`src/rtl/uart_pkg.sv`:
```
// Shared types and helpers for the UART receive path.
// Holds the receiver state encoding, default frame constants and the parity check.
package uart_pkg;

  localparam int UART_DATA_BITS  = 8;
  localparam int UART_OVERSAMPLE = 16;

  typedef enum logic [2:0] {
    IDLE   = 3'd0,
    START  = 3'd1,
    DATA   = 3'd2,
    PARITY = 3'd3,
    STOP   = 3'd4,
    BREAK  = 3'd5
  } rx_state_t;

  // Data is zero-extended to 9 bits; the padding does not change the XOR.
  function automatic logic parity_mismatch(input logic [8:0] data,
                                           input logic       sampled,
                                           input logic       odd);
    return ((^data) ^ sampled) != odd;
  endfunction

endpackage

```
`src/rtl/uart_rx_sync.sv`:
```
// Multi-stage synchronizer for the asynchronous rx line.
// Resets to 1 so that an idle (high) line is seen immediately after reset.
module uart_rx_sync #(
  parameter int STAGES = 2
) (
  input  logic clk_in,
  input  logic reset,
  input  logic d,
  output logic q
);

  logic [STAGES-1:0] ff;

  always_ff @(posedge clk_in or posedge reset) begin
    if (reset) ff <= '1;
    else       ff <= {ff[STAGES-2:0], d};
  end

  assign q = ff[STAGES-1];

endmodule

```
`src/rtl/uart_rx.sv`:
```
// UART receiver: oversampled start detection, mid-bit sampling, optional parity,
// registered one-cycle valid / parity-error / framing-error strobes.
module uart_rx
  import uart_pkg::*;
#(
  parameter int DATA_BITS   = UART_DATA_BITS,
  parameter int OVERSAMPLE  = UART_OVERSAMPLE,
  parameter int PARITY_EN   = 0,
  parameter int PARITY_ODD  = 0,
  parameter int SYNC_STAGES = 2
) (
  input  logic                 clk_in,
  input  logic                 reset,
  input  logic                 baud_tick,
  input  logic                 rx_in,
  output logic [DATA_BITS-1:0] rx_data,
  output logic                 rx_valid,
  output logic                 parity_err,
  output logic                 framing_err,
  output logic                 busy,
  output rx_state_t            state
);

  localparam int TW = $clog2(OVERSAMPLE);
  localparam int BW = $clog2(DATA_BITS);
  localparam logic [TW-1:0] HALF_TICK = TW'(OVERSAMPLE / 2 - 1);
  localparam logic [TW-1:0] LAST_TICK = TW'(OVERSAMPLE - 1);
  localparam logic [BW-1:0] LAST_BIT  = BW'(DATA_BITS - 1);

  logic                 rx_s;
  rx_state_t            state_next;
  logic [TW-1:0]        tick_cnt;
  logic [BW-1:0]        bit_cnt;
  logic [DATA_BITS-1:0] shift;
  logic                 par_err_q;
  logic                 start_sample;
  logic                 bit_sample;

  uart_rx_sync #(.STAGES(SYNC_STAGES)) u_sync (
    .clk_in (clk_in),
    .reset  (reset),
    .d      (rx_in),
    .q      (rx_s)
  );

  always_ff @(posedge clk_in or posedge reset) begin
    if (reset) state <= IDLE;
    else       state <= state_next;
  end

  always_comb begin
    state_next = state;
    case (state)
      IDLE:    if (!rx_s) state_next = START;
      START:   if (start_sample) state_next = rx_s ? IDLE : DATA;
      DATA:    if (bit_sample && bit_cnt == LAST_BIT)
                 state_next = (PARITY_EN != 0) ? PARITY : STOP;
      PARITY:  if (bit_sample) state_next = STOP;
      STOP:    if (bit_sample) state_next = rx_s ? IDLE : BREAK;
      BREAK:   if (rx_s) state_next = IDLE;
      default: state_next = IDLE;
    endcase
  end

  // Start is checked half a bit in; every later bit a full bit period after that.
  always_comb begin
    start_sample = (state == START) && baud_tick && (tick_cnt == HALF_TICK);
    bit_sample   = ((state == DATA) || (state == PARITY) || (state == STOP))
                   && baud_tick && (tick_cnt == LAST_TICK);
    busy         = (state != IDLE);
  end

  always_ff @(posedge clk_in or posedge reset) begin
    if (reset) begin
      tick_cnt    <= '0;
      bit_cnt     <= '0;
      shift       <= '0;
      par_err_q   <= 1'b0;
      rx_data     <= '0;
      rx_valid    <= 1'b0;
      parity_err  <= 1'b0;
      framing_err <= 1'b0;
    end else begin
      rx_valid    <= 1'b0;
      parity_err  <= 1'b0;
      framing_err <= 1'b0;

      if (state_next != state)
        tick_cnt <= '0;
      else if (baud_tick)
        tick_cnt <= (tick_cnt == LAST_TICK) ? '0 : tick_cnt + 1'b1;

      if (state == START) begin
        bit_cnt   <= '0;
        par_err_q <= 1'b0;
      end

      if (state == DATA && bit_sample) begin
        shift   <= {rx_s, shift[DATA_BITS-1:1]};
        bit_cnt <= bit_cnt + 1'b1;
      end

      if (state == PARITY && bit_sample)
        par_err_q <= parity_mismatch(9'(shift), rx_s, PARITY_ODD != 0);

      if (state == STOP && bit_sample) begin
        rx_data <= shift;
        if (rx_s) begin
          rx_valid   <= 1'b1;
          parity_err <= par_err_q;
        end else begin
          framing_err <= 1'b1;
        end
      end
    end
  end

endmodule

```
`config.mk`:
```
export PLATFORM = sky130hd
export DESIGN_NAME = uart_rx
export DESIGN_NICKNAME = d
export VERILOG_FILES = /design/src/rtl/uart_pkg.sv /design/src/rtl/uart_rx_sync.sv /design/src/rtl/uart_rx.sv
export SDC_FILE = /design/constraint.sdc
export NUM_CORES = 1
export LEC_CHECK = 0
export CORE_ASPECT_RATIO = 0.8
export CORE_MARGIN = 2
export CORE_UTILIZATION = 53
export CTS_BUF_LIST = sky130_fd_sc_hd__clkbuf_8
export DETAILED_ROUTE_END_ITERATION = 10
export PLACE_DENSITY = 0.79
export SETUP_SLACK_MARGIN = 0.5
export SLEW_MARGIN = 0
export SYNTH_ARGS = -nofsm -noshare
export SYNTH_HDL_FRONTEND = slang
export SYNTH_SLANG_ARGS = --single-unit
```
`constraint.sdc`:
```
create_clock -name clk_in -period 3.7 [get_ports clk_in]
set_input_delay 0.74 -clock clk_in [delete_from_list [all_inputs] [get_ports clk_in]]
set_output_delay 0.74 -clock clk_in [all_outputs]
set_load 0.01 [all_outputs]
```
Word level (Yosys, flattened, before mapping) --
Cells that the tools add are included.
Storage, ports and cells: register bits after elaboration 32, output and inout port bits 15, word-level logic and storage cells 60
Cells by class: add/sub/neg operators 2, equality and inequality tests 9, muxes and demuxes 22, bitwise operators 1, reduce and logical (&&, ||, !) cells 16
Operators by type and width (count):
- $mux 3 | 9
- $pmux 3 s6 | 1
- $mux 4 | 3
- $eq 3x3->1 const B | 3
- $reduce_xor 9->1 | 1
- $logic_and 1x1->1 | 8
- $mux 1 | 8
- $eq 3x2->1 const B | 2
- $reduce_bool 2->1 | 3
- $add 4x1->4 const B | 1
- $eq 4x3->1 const B | 1
- $eq 4x4->1 const B | 1
- $add 3x1->3 const B | 1
- $eq 3x1->1 const B | 1
- $logic_not 3->1 | 1
- $ne 3x3->1 | 1
- $reduce_bool 3->1 | 1
- $logic_or 1x1->1 | 2
- $mux 2 | 1
- $xor 1x1->1 | 1

Logic depth before layout (Yosys ltp) --
word-level depth 10, mapped depth 6, depth with buffers taken out 5

By module --
Synthesis repeated with hierarchy kept, for this count alone.
Second synthesis, totals: cells, all modules 132, area, all modules 1604.0 um^2
By module, submodules not included:
- uart_rx | times used 1, cells an instance 129, area each 1547.7 um^2
- uart_rx_sync | times used 1, cells an instance 3, area each 56.3 um^2

Worst setup path before layout --
No wires, ideal clock.
kind input to register, start input port baud_tick, end register shift[0], library setup time 125 ps, arrival time 1793 ps, required time 3575 ps, path slack 1782 ps, stages 5, path buffers 2, cells stage by stage buf_2 > nand4_4 > nor3b_4 > buf_6 > mux2_4
On the way: word-level cells in the longest chain between the ends 3
RTL lines:
- start: declaration | RTL line uart_rx.sv:14 | input logic baud_tick,
- $logic_and 1x1->1 (2 in a row) | RTL line uart_rx.sv:69 | && baud_tick && (tick_cnt == LAST_TICK);
- $logic_and 1x1->1 | RTL line uart_rx.sv:98 | if (state == DATA && bit_sample) begin
- end signal: assignment | RTL line uart_rx.sv:99 | shift <= {rx_s, shift[DATA_BITS-1:1]};
- end: declaration | RTL line uart_rx.sv:34 | logic [DATA_BITS-1:0] shift;
No other way between the ends. A chain may end at the register's enable or synchronous reset.

Worst setup path after layout --
start input port baud_tick, end register rx_data[6]
On the way: word-level cells in the longest chain between the ends 3
RTL lines:
- $logic_and 1x1->1 (2 in a row) | RTL line uart_rx.sv:69
- $logic_and 1x1->1 | RTL line uart_rx.sv:106 | if (state == STOP && bit_sample) begin
- end signal: assignment | RTL line uart_rx.sv:107 | rx_data <= shift;
- end: declaration | RTL line uart_rx.sv:16 | output logic [DATA_BITS-1:0] rx_data,
No other way between the ends.

==> results.txt <==
CP max stage cell: nor3b_2
Startpoint Class: primary input
die area: 3410 um2
worst-skew pair later-pin latency: 0.28 ns
Rel. slew slack: 0.265
CP cell instances: clkdlybuf4s50_1 -> nand4_4 -> nor3b_2 -> mux2_2
Mapped Area: 1570 um2
run status: completed
Layout Nets: 149
DRT Pass-1 Iters: 5
Setup Viol. Count Final: 0
clock skew: 0.00349 ns
Critical Path Start: baud_tick
CTS tree: done
number of global-route vias before repair: 979
Core Rows: 17
Die H: 52.6 um
HP Start: u_sync.ff[0]$_DFF_PP1_
cts hold-fix bufs: 0
area occupied by multi-input gates: 717 um2
initial antenna violation count: 0
Ant. Diodes: 0
critical path required time: 3.86 ns
PD cells: 477 nW/um2
Detail Route Antenna Nets: 0
global-route wire length before repair: 4580 um
gpl congestion: 0.736
yosys warns: 0
H-tree levels: 2
setup_tns: 0 ns
synth unique cells: 40
effective utilization at floorplan: 0.562
Detailed Place HPWL: 1820 um
register area share after synthesis: 0.513
Post-synth EDFFs: 0
Mapped Nets: 130
initial DRC count: 87
Avg Cell Area, Syn: 12.7 um2
Die X: 64.8 um
RSZ-0062 raised after global routing: no
CTS clock-pin slew for the worst setup and hold paths: 0.06 ns
Post-synth ARST share: 1.00
sequential cell area: 803 um2
Vias/cell: 5.43
Slew @ Worst Pin: 1.10 ns
Worst Hold Depth: 0
Placement Setup Slack: 0.891 ns
GRT Overall Usage: 0.191
RR Startpoint: tick_cnt[0]$_DFFE_PP0P_
Peak VDD IR: 296 uV
HP Class: reg -> reg
largest net degree at the start of global routing: 32
Final Cycle Share: 0.692
clock tree buffer depth: 2
DR DRC count: 0
#FFs+latches synth: 32
Slew Viols, Final: 0
Setup crit end kind: flop
total number of vias: 983
Ports: 19
core area: 2790 um2
area grow syn2layout: 18.1%
CTS root buffer: clkbuf_8
cts repair resizes: 0
postcts setup bufs: 0
Final Worst Setup Slack: 1.14 ns
Hold WS: 0.355 ns
grt total ovfl: 0
layout cells sized above 1: 0.259
Clock Sinks: 32
FF-to-FF path depth: 4
fmax: 391 MHz
critical path class: in -> reg
Avg WL per Cell: 14.3 um
Critical Path Fanout Max: 11
Final Power: 0.882 mW
crit path DAT: 2.72 ns
max cap viols: 0
I/O Buffers: 18
Primary FF master, synth: dfrtp_1
final hold violation count: 0
total wire length: 2590 um
Leak Pwr: 0.857 nW
Fillers: 209
max incr delay on CP: 0.69 ns
Cells after Synth: 123
final worst path period need: 2.56 ns
cts bufs inserted: 5
## worst paths after layout
check                                    endpoint  slack, ns
setup / recovery           rx_data[6]$_DFFE_PP0P_       1.14
max in group asynchronous  u_sync.ff[0]$_DFF_PP1_       1.93
hold / removal             u_sync.ff[1]$_DFF_PP1_       0.35
hold reg to reg            u_sync.ff[1]$_DFF_PP1_       0.35
setup reg to reg           rx_data[6]$_DFFE_PP0P_       1.58
min in group asynchronous  rx_data[2]$_DFFE_PP0P_       1.04
## layout by cell type (no fill, tap or decap), drive strengths merged, types with 2 or more instances in the layout
cell type	n
dfrtp	30
or3	2
clkbuf	6
mux2i	3
a211oi	2
o21ai	6
nor3b	2
a21oi	4
inv	3
nor2	7
and3	2
mux2	17
dfstp	2
clkdlybuf4s50	18
nand3	2
nor2b	3
xnor2	6
nand2	11
ha	3
## cell usage after synthesis (3+ instances only)
cell | number | share of area
dfrtp_1 | 30 | 0.48
mux2_2 | 12 | 0.086
nand2_1 | 11 | 0.026
nor2_1 | 7 | 0.017
xnor2_1 | 6 | 0.034
mux2_4 | 5 | 0.048
o21ai_0 | 5 | 0.016
a21oi_1 | 4 | 0.013
buf_2 | 4 | 0.013
ha_1 | 3 | 0.024
mux2i_1 | 3 | 0.019
## report_power, final
part	switching [mW]	leakage, nW	internal, mW	total (mW)
Clock	0.116	0.0538	0.146	0.261
Combinational	0.0844	0.370	0.0954	0.180
Sequential	0.0642	0.433	0.377	0.441
## routing by layer
| metal | vias up | global-route usage | share of wire | wire length, um |
|---|---|---|---|---|
| met5 | - | 0 | 0 | 0 |
| met4 | 0 | 0.128 | 0.025 | 65 |
| met3 | 7 | 0.0602 | 0.047 | 121 |
| met2 | 24 | 0.285 | 0.46 | 1190 |
| met1 | 480 | 0.240 | 0.47 | 1210 |
| li1 | 472 | - | - | - |
## sequential cells by signal (all words and copies together), names as in the netlist
register and flops:
rx_data 8, shift 8, tick_cnt 4, bit_cnt 3, state 3, u_sync.ff 2
framing_err 1, par_err_q 1, parity_err 1, rx_valid 1
## worst max-delay path: cells and delay by family
family	cells	cell delay, ns
buf+inv	1	0.66
mux	1	0.42
simple gates	2	0.90
## final cells by class
type	instances	share of cell area
flip-flops and latches	32	0.434
multi-input cells	83	0.388
repair buffers	19	0.101
clock buffers	6	0.0447
well taps	38	0.0257
clock inverters	2	0.00406
inverters	1	0.00203
## per-stage QoR
step | util | std cells | cell area, um2
finish | 0.664 | 181 | 1850
global route | 0.664 | 181 | 1850
CTS | 0.664 | 181 | 1850
detailed placement | 0.631 | 173 | 1760
global placement | 0.631 | 173 | 1760
floorplan | - | 123 | 1570
## logic make-up after synthesis
group,count (synthesis),synth area share
compound gates,17,0.0847
simple gates,35,0.142
fa+ha+maj,3,0.0240
xor+xnor,8,0.0535
flops,32,0.513
mux,20,0.153
buf+inv,8,0.0295
No activity file was read; power rests on OpenSTA's default activity.
